===== src/rtl/mux16_arbiter_if.sv =====
// rtl/mux16_arbiter_if.sv - two-requester stream bundle plus arbiter status lines
interface mux16_arbiter_if;
    logic        a_valid;
    logic [15:0] a_data;
    logic        a_last;
    logic        a_ready;
    logic        b_valid;
    logic [15:0] b_data;
    logic        b_last;
    logic        b_ready;
    logic        out_valid;
    logic [15:0] out_data;
    logic        out_last;
    logic        out_ready;
    logic        sel;
    logic        busy;
    logic        overrun;

    modport slave (
        input  a_valid, a_data, a_last, b_valid, b_data, b_last, out_ready,
        output a_ready, b_ready, out_valid, out_data, out_last, sel, busy, overrun
    );

    modport master (
        output a_valid, a_data, a_last, b_valid, b_data, b_last, out_ready,
        input  a_ready, b_ready, out_valid, out_data, out_last, sel, busy, overrun
    );
endinterface


===== src/rtl/mux16_arbiter.sv =====
// rtl/mux16_arbiter.sv - round-robin packet arbiter steering a 16-bit 2:1 stream mux
module mux16_arbiter #(
    parameter  int MAX_BEATS = 16,
    localparam int CNT_W     = $clog2(MAX_BEATS)
) (
    input  logic             clk,
    input  logic             rst_n,
    mux16_arbiter_if.slave   bus
);

    typedef enum logic [1:0] {
        IDLE  = 2'd0,
        OWN_A = 2'd1,
        OWN_B = 2'd2
    } state_t;

    localparam logic [CNT_W-1:0] LAST_BEAT = CNT_W'(MAX_BEATS - 1);

    state_t           state_q, state_d;
    logic             last_a_q, last_a_d;
    logic [CNT_W-1:0] beat_cnt_q, beat_cnt_d;
    logic             overrun_q, overrun_d;

    logic own_a, own_b, busy, x_valid, x_last, at_cap, out_valid, beat;

    always_ff @(posedge clk or negedge rst_n) begin
        if (!rst_n) begin
            state_q    <= IDLE;
            last_a_q   <= 1'b0;
            beat_cnt_q <= '0;
            overrun_q  <= 1'b0;
        end else begin
            state_q    <= state_d;
            last_a_q   <= last_a_d;
            beat_cnt_q <= beat_cnt_d;
            overrun_q  <= overrun_d;
        end
    end

    always_comb begin
        state_d    = state_q;
        last_a_d   = last_a_q;
        beat_cnt_d = beat_cnt_q;
        overrun_d  = 1'b0;

        own_a     = (state_q == OWN_A);
        own_b     = (state_q == OWN_B);
        busy      = own_a | own_b;
        x_valid   = own_a ? bus.a_valid : bus.b_valid;
        x_last    = own_a ? bus.a_last  : bus.b_last;
        at_cap    = (beat_cnt_q == LAST_BEAT);
        out_valid = busy & x_valid;
        beat      = out_valid & bus.out_ready;

        case (state_q)
            IDLE: begin
                // On a tie the grant goes to whichever side did not win last time
                if (bus.a_valid && (!bus.b_valid || !last_a_q)) begin
                    state_d = OWN_A;
                end else if (bus.b_valid) begin
                    state_d = OWN_B;
                end
            end
            OWN_A, OWN_B: begin
                if (beat) begin
                    if (x_last || at_cap) begin
                        state_d    = IDLE;
                        last_a_d   = own_a;
                        beat_cnt_d = '0;
                        overrun_d  = !x_last;
                    end else begin
                        beat_cnt_d = beat_cnt_q + 1'b1;
                    end
                end
            end
            default: state_d = IDLE;
        endcase
    end

    assign bus.sel       = own_a;
    assign bus.busy      = busy;
    assign bus.out_valid = out_valid;
    assign bus.a_ready   = own_a & bus.out_ready;
    assign bus.b_ready   = own_b & bus.out_ready;
    assign bus.out_last  = busy & (x_last | at_cap);
    assign bus.out_data  = own_a ? bus.a_data : bus.b_data;
    assign bus.overrun   = overrun_q;

endmodule


===== src/flat_wrapper.sv =====
// flat-port wrapper written by rule: the top's interface ports become plain ports
module mux16_arbiter_flat 
#(
    parameter  int MAX_BEATS = 16,
    localparam int CNT_W     = $clog2(MAX_BEATS)
)
  (clk, rst_n, bus_a_valid, bus_a_data, bus_a_last, bus_b_valid, bus_b_data, bus_b_last, bus_out_ready, bus_a_ready, bus_b_ready, bus_out_valid, bus_out_data, bus_out_last, bus_sel, bus_busy, bus_overrun);
  mux16_arbiter_if bus_i ();
  input  logic clk;
  input  logic rst_n;
  input wire logic [$bits(bus_i.a_valid)-1:0] bus_a_valid;
  input wire logic [$bits(bus_i.a_data)-1:0] bus_a_data;
  input wire logic [$bits(bus_i.a_last)-1:0] bus_a_last;
  input wire logic [$bits(bus_i.b_valid)-1:0] bus_b_valid;
  input wire logic [$bits(bus_i.b_data)-1:0] bus_b_data;
  input wire logic [$bits(bus_i.b_last)-1:0] bus_b_last;
  input wire logic [$bits(bus_i.out_ready)-1:0] bus_out_ready;
  output wire logic [$bits(bus_i.a_ready)-1:0] bus_a_ready;
  output wire logic [$bits(bus_i.b_ready)-1:0] bus_b_ready;
  output wire logic [$bits(bus_i.out_valid)-1:0] bus_out_valid;
  output wire logic [$bits(bus_i.out_data)-1:0] bus_out_data;
  output wire logic [$bits(bus_i.out_last)-1:0] bus_out_last;
  output wire logic [$bits(bus_i.sel)-1:0] bus_sel;
  output wire logic [$bits(bus_i.busy)-1:0] bus_busy;
  output wire logic [$bits(bus_i.overrun)-1:0] bus_overrun;
  assign bus_i.a_valid = bus_a_valid;
  assign bus_i.a_data = bus_a_data;
  assign bus_i.a_last = bus_a_last;
  assign bus_i.b_valid = bus_b_valid;
  assign bus_i.b_data = bus_b_data;
  assign bus_i.b_last = bus_b_last;
  assign bus_i.out_ready = bus_out_ready;
  assign bus_a_ready = bus_i.a_ready;
  assign bus_b_ready = bus_i.b_ready;
  assign bus_out_valid = bus_i.out_valid;
  assign bus_out_data = bus_i.out_data;
  assign bus_out_last = bus_i.out_last;
  assign bus_sel = bus_i.sel;
  assign bus_busy = bus_i.busy;
  assign bus_overrun = bus_i.overrun;
  mux16_arbiter #(.MAX_BEATS(MAX_BEATS)) u_core (.clk(clk), .rst_n(rst_n), .bus(bus_i));
endmodule

===== config.mk =====
export PLATFORM = sky130hd
export DESIGN_NAME = mux16_arbiter_flat
export DESIGN_NICKNAME = d
export VERILOG_FILES = /design/src/rtl/mux16_arbiter_if.sv /design/src/rtl/mux16_arbiter.sv /design/src/flat_wrapper.sv
export SDC_FILE = /design/constraint.sdc
export NUM_CORES = 1
export LEC_CHECK = 0
export CELL_PAD_IN_SITES_DETAIL_PLACEMENT = 0
export CELL_PAD_IN_SITES_GLOBAL_PLACEMENT = 1
export CORE_ASPECT_RATIO = 2
export CORE_MARGIN = 4
export CORE_UTILIZATION = 23
export CTS_BUF_LIST = sky130_fd_sc_hd__clkbuf_16
export DETAILED_ROUTE_END_ITERATION = 10
export GPL_ROUTABILITY_DRIVEN = 0
export PLACE_DENSITY = 0.85
export REMOVE_ABC_BUFFERS = 1
export SKIP_CTS_REPAIR_TIMING = 1
export SYNTH_ARGS = -nofsm -noshare
export SYNTH_HDL_FRONTEND = slang
export SYNTH_SLANG_ARGS = --single-unit

===== constraint.sdc =====
create_clock -name clk -period 4.7 [get_ports clk]
set_input_delay 0.47 -clock clk [delete_from_list [all_inputs] [get_ports clk]]
set_output_delay 0.47 -clock clk [all_outputs]
set_load 0.1 [all_outputs]

==> metrics, run 1 <==
largest net degree at the start of global routing=20; post-route minimum period=3.55 ns; share of cells above drive strength 1=0.186; critical path type=flip-flop to output port; Via Count=805; Final Setup Violations=0; synth cell count leaders=19 x mux2_2, 8 x dfrtp_1, 5 x ha_1; EDFF count, synth=0; Rel. slew slack=0.341; Clock transition at path regs=0.03 ns; HP Class=flip-flop to flip-flop; Synth Area in Compound Gates=0.134; num rows=28; syn avg cell area=10.6 um2; Worst VDD drop=0.333 mV; simple-gate share of the synthesized area=0.140; Sw Share=0.589; RSZ-0062 raised after global routing=false; antenna cells=0; pwr dens=731 nW/um2; clock share of power=0.136; area added between synthesis and finish=100%; Initial Util=0.241; Tot GR Track Use=0.120; biggest area consumer among synthesized cells=mux2_2; register area share after synthesis=0.283; dominant synthesized flop cell=dfrtp_1; sequential share of power=0.103; deepest clock path buffer count=2; Tightest Pin Transition=0.985 ns; first-pass GRT wire length=3610 um; later-pin clock latency in the skew report=0.23 ns; Tot Pwr=1.04 mW; antenna-violating nets left=0; # IOs=62; Synth top area share=0.302; Switch Pwr=610 uW; Combinational Power Share=0.761; Num CTS Buffers=3; fin crit share=0.756; Worst EP required=4.23 ns; Fmax=0.282 GHz; Reg2Reg Setup Slack=2.31 ns; drt pass-1 iters=3; synth top area cells=mux2_2 30%, dfrtp_1 28%, ha_1 8.8%, o2111ai_4 3.7%, nand3_1 2.8%; XOR/XNOR Fraction of Synth Area=0; Overflow after GRT=0; mapped cell area=708 um2; Synth Area in Adders=0.0883; critical path arrival=3.08 ns; vias in the first global route=952; fin nets=175; chip width=47.2 um; H-tree levels=1; CORE AREA=2940 um2; Detailed Route WL=2210 um; max-slew violations=0; maxcap violations=0; CTS tree=done; Crit. End Element=output port; initial antenna violation count=0; dpl hpwl=1920 um; Sink Count=8; startpoint types=flip-flop; Final Hold Fails=0; drt initial violations=4; Lkg Pwr=0.565 nW; synth warn=0; most numerous cell in the Yosys netlist=mux2_2; Vias per Instance=5.06; Port-buffer cells=61; root buf cell=clkbuf_16; mux contribution to synthesized area=0.323; status=finished, final reports clean; Die Height=86.5 um; routed len/inst=13.9 um; Mapped Cells=67; setup_tns=0 ns; Post-synth ARST share=1.00; synth unique cells=24; DRC=0; flops & latches, synth=8; Worst Path Max Fanout=19; P_int=425 uW; Fin Clk Skew=0.000291 ns; largest family of logic cells by synthesized area=multiplexers; die area=4080 um2
[layout make-up]
type | instances | area (um2)
clock buffer | 3 | 75.1
fill | 283 | 1530
inverter | 2 | 7.51
multi-input combinational | 55 | 485
sequential | 8 | 200
tap | 30 | 37.5
timing repair buffer | 61 | 611
[worst paths after layout]
path | to | depth (start not counted) | start
worst min register to register | u_core.last_a_q | 1 | u_core.last_a_q
max in group asynchronous | u_core.beat_cnt_q[0] | 1 | rst_n
worst max-delay path | bus_out_last | 6 | u_core.state_q[1]
worst min-delay path | u_core.last_a_q | 1 | u_core.last_a_q
min in group asynchronous | u_core.state_q[0] | 1 | rst_n
worst max register to register | u_core.state_q[0] | 6 | u_core.state_q[1]
[per-stage QoR]
| stage | std cells | hold slack [ns] | worst slack [ns] | cell area [um2] | utilization |
|---|---|---|---|---|---|
| after floorplan | 65 | 0.174 | 0.758 | 693 | - |
| after global placement | 156 | 0.495 | 1.42 | 1340 | 0.456 |
| after detailed placement | 156 | 0.501 | 1.34 | 1340 | 0.456 |
| after CTS | 159 | 0.509 | 1.09 | 1420 | 0.481 |
| after global routing | 159 | 0.544 | 0.965 | 1420 | 0.481 |
| final | 159 | 0.508 | 1.15 | 1420 | 0.481 |
[power by group through the flow]
stage               clock network (mW)  logic (mW)  registers [mW]
global route                     0.146       0.826           0.111
finish                           0.140       0.788           0.107
CTS                              0.144       0.796           0.107
global placement                     0       0.788           0.106
detailed placement                   0       0.794           0.108
floorplan                            0       0.624           0.104
[critical path, cell delays in order, from the launching register on]
cell	delay, ns
dfrtp_1	0.38
inv_1	0.12
ha_1	0.69
mux2_4	0.34
nor2_1	0.06
nor2b_1	0.12
clkdlybuf4s50_1	1.14
[state kept, by name, summed over array words and instances, names as in the netlist]
register / flops
u_core.beat_cnt_q: 4
u_core.state_q: 2
u_core.bus.overrun: 1
u_core.last_a_q: 1
[logic make-up after synthesis]
logic type	after synthesis
multiplexers	20
AND/OR/NAND/NOR	20
AO/OA/AOI/OAI	10
flip-flops	8
adder cells (fa/ha/maj)	5
buffers and inverters	4
[metal layers]
metal	vias up	global-route usage	routed length, um
met2	65	0.213	1090
met5	-	0	0
met1	361	0.115	752
met3	3	0.0499	338
li1	376	-	-
met4	0	0.0453	29
[placed cells by master, fill, tap and decap left out, drive strengths merged]
cell           instances
clkbuf                 3
a21oi                  1
a311oi                 1
ha                     5
a22o                   2
nor3                   3
nand2                  3
mux2                  20
o31ai                  1
nand2b                 1
clkdlybuf4s50         61
o2111ai                1
o21ai                  1
nor2b                  1
dfrtp                  8
a22oi                  1
and2                   3
inv                    2
a21o                   1
a311o                  1
and3                   1
nand3                  4
nor2                   4
Power figures use the tool's default switching activity.
==> inputs of run 2 (changes only) <==
--- a/config.mk
+++ b/config.mk
@@ -9,11 +9,11 @@
 export CELL_PAD_IN_SITES_GLOBAL_PLACEMENT = 1
 export CORE_ASPECT_RATIO = 2
 export CORE_MARGIN = 4
-export CORE_UTILIZATION = 23
+export CORE_UTILIZATION = 21
 export CTS_BUF_LIST = sky130_fd_sc_hd__clkbuf_16
 export DETAILED_ROUTE_END_ITERATION = 10
 export GPL_ROUTABILITY_DRIVEN = 0
-export PLACE_DENSITY = 0.85
+export PLACE_DENSITY = 0.79
 export REMOVE_ABC_BUFFERS = 1
 export SKIP_CTS_REPAIR_TIMING = 1
 export SYNTH_ARGS = -nofsm -noshare
==> constraint.sdc (replaced) <==
create_clock -name clk -period 3.4 [get_ports clk]
set_input_delay 0.34 -clock clk [delete_from_list [all_inputs] [get_ports clk]]
set_output_delay 0.34 -clock clk [all_outputs]
set_load 0.1 [all_outputs]
==> run 2 against run 1 <==
Net effect:
- wire length shrank 6.6%
- sequential power grew 40%
- clock skew grew 0.0026 ns
- first-iteration DRC count is the same
- critical endpoint unchanged
- clock power grew 41%
- highest routed layer unchanged
- worst hold slack lost 0.11 ns
- flip-flop and latch count is the same
==> metrics, run 2 (synthesis gave the netlist of run 1 again) <==
Setup crit start=u_core.state_q[1] (unchanged); # IOs=62 (unchanged); chip width=49.1 um (was 47.2 um); initial antenna violation count=0 (unchanged); root buf cell=clkbuf_16 (unchanged); post-route minimum period=2.51 ns; Clock transition at path regs=0.04 ns (was 0.03 ns); Fin Clk Skew=0.00294 ns (was 0.000291 ns); deepest clock path buffer count=2 (unchanged); maxcap violations=0 (unchanged); share of cells above drive strength 1=0.362 (was 0.186); Num CTS Buffers=3 (unchanged); Reg with most FFs=u_core.beat_cnt_q (unchanged); Worst Path Max Fanout=12 (was 19); startpoint types=flip-flop (unchanged); Lkg Pwr=0.594 nW (was 0.565 nW); Tightest Pin Transition=0.967 ns (was 0.985 ns); Rel. slew slack=0.353 (was 0.341); max-slew violations=0 (unchanged); crit path to=bus_out_last (unchanged); Crit. End Element=output port (unchanged); DRC=0 (unchanged); Overflow after GRT=0 (unchanged); HP Class=primary input to asynchronous set/reset pin (was flip-flop to flip-flop); Initial Util=0.222 (was 0.241); Sink Count=8 (unchanged); Tot GR Track Use=0.0954 (was 0.120); r2r startpoint=u_core.state_q[1] (unchanged); vias in the first global route=869 (was 952); drt pass-1 iters=4 (was 3); H-tree levels=1 (unchanged); dpl hpwl=1780 um (was 1920 um); Final Setup Violations=0 (unchanged); status=finished, final reports clean (unchanged); CORE AREA=3190 um2 (was 2940 um2); area added between synthesis and finish=93.5% (was 100%); Final Hold Fails=0 (unchanged); Reg2Reg Setup Slack=1.11 ns (was 2.31 ns); drt initial violations=4 (unchanged); most common cell after layout, fill and taps aside=clkdlybuf4s50_1 (unchanged); fin crit share=0.737; later-pin clock latency in the skew report=0.23 ns (about the same); final std cells w/o fill=161 (was 159); Port-buffer cells=61 (unchanged); Worst VDD drop=0.445 mV (was 0.333 mV); largest net degree at the start of global routing=13 (was 20); Largest regs=u_core.beat_cnt_q x4, u_core.state_q x2 (unchanged); critical path type=flip-flop to output port (unchanged); Vias per Instance=4.94 (was 5.06); critical path arrival=2.17 ns (was 3.08 ns); RSZ-0062 raised after global routing=false (unchanged); Largest register FFs=4 (unchanged); Via Count=796 (was 805); first-pass GRT wire length=3500 um (was 3610 um); Fmax=0.399 GHz; DP Cell Count=158 (was 156); antenna-violating nets left=0 (unchanged); most frequent cells in the layout=39 x clkdlybuf4s50_1, 23 x buf_4, 19 x mux2_2 (was 61 x clkdlybuf4s50_1, 19 x mux2_2, 8 x dfrtp_1); num rows=29 (was 28); pwr dens=1030 nW/um2 (was 731 nW/um2); CTS tree=done (unchanged); die area=4420 um2 (was 4080 um2); Detailed Route WL=2060 um (was 2210 um); RR Endpoint=u_core.state_q[0] (unchanged); Tot Pwr=1.42 mW (was 1.04 mW); routed len/inst=12.8 um (was 13.9 um); antenna cells=0 (unchanged); setup_tns=0 ns (unchanged); reg2reg path depth=7 (was 6); Die Height=90.1 um (was 86.5 um); fin nets=176 (was 175); Worst EP required=3.06 ns (was 4.23 ns)
## run 2: changes by cell type in the layout (fill, tap and decap cells not counted)
cell	before	now
buf_4	0	23
clkdlybuf4s50_1	61	39
## run 2: worst min path at each step
stage | end | slack (ns) | cells past startpoint
floorplan | u_core.beat_cnt_q[0] | 0.04 | 0
global placement | u_core.last_a_q | 0.51 | 1
detailed placement | u_core.last_a_q | 0.52 | 1
CTS | u_core.bus.overrun | 0.41 | 1
global route | u_core.bus.overrun | 0.43 | 1
finish | u_core.bus.overrun | 0.40 | 1
## run 2: report_power, final
group | internal [mW] | switching, mW
clock | 0.152 | 0.0460
sequential | 0.124 | 0.0260
combinational | 0.289 | 0.779
## run 2: per-stage QoR
stage / hold slack (ns) / utilization / setup slack [ns] / cell area, um2
after floorplan: 0.0444 / - / -0.412 / 693
after global placement: 0.513 / 0.406 / 1.17 / 1290
after detailed placement: 0.518 / 0.406 / 1.10 / 1290
after CTS: 0.408 / 0.429 / 0.869 / 1370
after global routing: 0.432 / 0.429 / 0.767 / 1370
final: 0.398 / 0.429 / 0.895 / 1370
## run 2: layout make-up
type / count / area [um2]
Tap cell: 31 / 38.8
Sequential cell: 8 / 200
Fill cell: 317 / 1820
Inverter: 2 / 7.51
Multi-Input combinational cell: 55 / 485
Clock buffer: 3 / 75.1
Timing Repair Buffer: 62 / 563
## run 2: critical path, stage by stage, from the launching register on
cell     delay, ns
dfrtp_1       0.39
inv_1         0.13
ha_1          0.36
buf_4         0.27
mux2_4        0.35
nor2_1        0.14
nor2b_1       0.06
buf_4         0.23
## run 2: metal layers
metal,global-route usage,routed length (um),vias to the layer above,part of all wire
met5,0,0,-,0
li1,-,-,376,-
met4,0.0337,26,0,0.013
met1,0.106,805,344,0.39
met2,0.153,916,71,0.44
met3,0.0480,315,5,0.15
==> inputs of run 3 (changes only) <==
==> constraint.sdc (replaced) <==
create_clock -name clk -period 2.5 [get_ports clk]
set_input_delay 0.25 -clock clk [delete_from_list [all_inputs] [get_ports clk]]
set_output_delay 0.25 -clock clk [all_outputs]
set_load 0.1 [all_outputs]
==> run 3 against run 2 <==
Net effect:
- register-to-register slack got worse by 0.48 ns
- utilization is 7.4 points higher
- die area stayed put
- worst hold slack worse by 0.092 ns
- critical endpoint is now bus_out_data[10]
- highest routed layer unchanged
==> metrics, run 3 (synthesis gave the netlist of run 1 again) <==
Final Hold Fails=0 (unchanged); CTS tree=done (unchanged); drt pass-1 iters=4 (unchanged); Fin Clk Skew=0.00195 ns (was 0.00294 ns); Die Height=90.1 um (unchanged); Largest register FFs=4 (unchanged); Worst Path Max Fanout=18 (was 12); status=finished, final reports clean (unchanged); H-tree levels=1 (unchanged); # IOs=62 (unchanged); most common cell after layout, fill and taps aside=clkdlybuf4s50_1 (unchanged); Initial Util=0.222 (unchanged); Crit. End Element=output port (unchanged); CORE AREA=3190 um2 (unchanged); global routing's busiest layer=met2 (unchanged); DRC=0 (unchanged); Via Count=805 (was 796); Reg with most FFs=u_core.beat_cnt_q (unchanged); pwr dens=1370 nW/um2 (was 1030 nW/um2); critical path arrival=1.80 ns (was 2.17 ns); Fmax=0.487 GHz; share of cells above drive strength 1=0.369 (was 0.362); Clock transition at path regs=0.04 ns (about the same); drt initial violations=8 (was 4); Detailed Route WL=2240 um (was 2060 um); pre-CTS setup slack=0.638 ns (was 1.10 ns); deepest clock path buffer count=2 (unchanged); Buf/Inv on CP=3 (unchanged); setup_tns=0 ns (unchanged); Worst VDD drop=0.768 mV (was 0.445 mV); largest net degree at the start of global routing=19 (was 13); Sink Count=8 (unchanged); HP Class=primary input to asynchronous set/reset pin (unchanged); RR Endpoint=u_core.state_q[0] (unchanged); fin worst setup slack=0.446 ns (was 0.895 ns); root buf cell=clkbuf_16 (unchanged); r2r startpoint=u_core.state_q[1] (unchanged); num rows=29 (unchanged); chip width=49.1 um (unchanged); maxcap violations=0 (unchanged); vias in the first global route=889 (was 869); critical path type=flip-flop to output port (unchanged); Largest regs=u_core.beat_cnt_q x4, u_core.state_q x2 (unchanged); met3 Track Usage GR=0.0877 (was 0.0480); Tightest Pin Transition=0.377 ns (was 0.967 ns); Worst EP required=2.25 ns (was 3.06 ns); DP Cell Count=158 (unchanged); max incr delay on CP=0.40 ns (was 0.39 ns); Final Setup Violations=0 (unchanged); post-route minimum period=2.05 ns; antenna cells=0 (unchanged); most frequent cells in the layout=38 x clkdlybuf4s50_1, 19 x mux2_2, 19 x buf_12 (was 39 x clkdlybuf4s50_1, 23 x buf_4, 19 x mux2_2); Top delay family on crit path=buffers and inverters (unchanged); placed cell area=1530 um2 (was 1290 um2); M1 GR Usage=0.0861 (was 0.106); final core utilization=0.503 (was 0.429); area added between synthesis and finish=127% (was 93.5%); fin nets=176 (unchanged); final std cells w/o fill=161 (unchanged); Num CTS Buffers=3 (unchanged); dpl hpwl=1990 um (was 1780 um); startpoint types=flip-flop (unchanged); slowest stage cell, crit path=mux2_2 (was dfrtp_1); later-pin clock latency in the skew report=0.23 ns (about the same); reg2reg path depth=6 (was 7); Overflow after GRT=0 (unchanged); antenna-violating nets left=0 (unchanged); crit-path cells=inv_1, ha_1, buf_4, mux2_2, buf_12 (was inv_1, ha_1, buf_4, mux2_4, nor2_1, nor2b_1, buf_4); Port-buffer cells=61 (unchanged); met2 Use GR=0.165 (was 0.153); Vias per Instance=5.00 (was 4.94); Rel. slew slack=0.748 (was 0.353); fin crit share=0.821; Finished Cell Area=1610 um2 (was 1370 um2); RSZ-0062 raised after global routing=false (unchanged); first-pass GRT wire length=3570 um (was 3500 um); Reg2Reg Setup Slack=0.63 ns (was 1.11 ns); Tot GR Track Use=0.102 (was 0.0954); initial antenna violation count=0 (unchanged); max-slew violations=0 (unchanged); routed len/inst=13.9 um (was 12.8 um); Lkg Pwr=0.680 nW (was 0.594 nW); die area=4420 um2 (unchanged)
run 3: per-layer routing:
metal	routed length, um	up-vias
li1	-	378
met1	654	346
met2	1080	77
met3	479	4
met4	29	0
met5	0	-
run 3: worst max-delay path by stage:
stage | slack (ns) | end | from | depth (start not counted)
3_5_place_dp | 0.64 | u_core.state_q[0] | u_core.state_q[1] | 6
2_1_floorplan | -1.22 | bus_out_last | u_core.state_q[1] | 5
3_3_place_gp | 0.69 | u_core.state_q[0] | u_core.state_q[1] | 6
4_1_cts | 0.43 | bus_out_data[10] | u_core.state_q[1] | 5
5_1_grt | 0.36 | bus_out_data[10] | u_core.state_q[1] | 5
6_report | 0.45 | bus_out_data[10] | u_core.state_q[1] | 5
run 3: power breakdown:
group,switching (mW),internal (mW),total [mW]
clock,0.0610,0.206,0.267
combinational,1.11,0.623,1.74
sequential,0.0344,0.169,0.203
run 3: layout make-up:
class,instances,area (um2)
sequential,8,200
fill,299,1590
inverter,2,7.51
timing repair buffer,62,798
tap,31,38.8
multi-input combinational,55,485
clock buffer,3,75.1
run 3: through the flow:
stage	total power, mW	hold WS (ns)
final	2.21	0.306
after global placement	1.94	0.505
after floorplan	1.37	-0.0456
after CTS	2.23	0.328
after detailed placement	1.95	0.501
after global routing	2.29	0.345
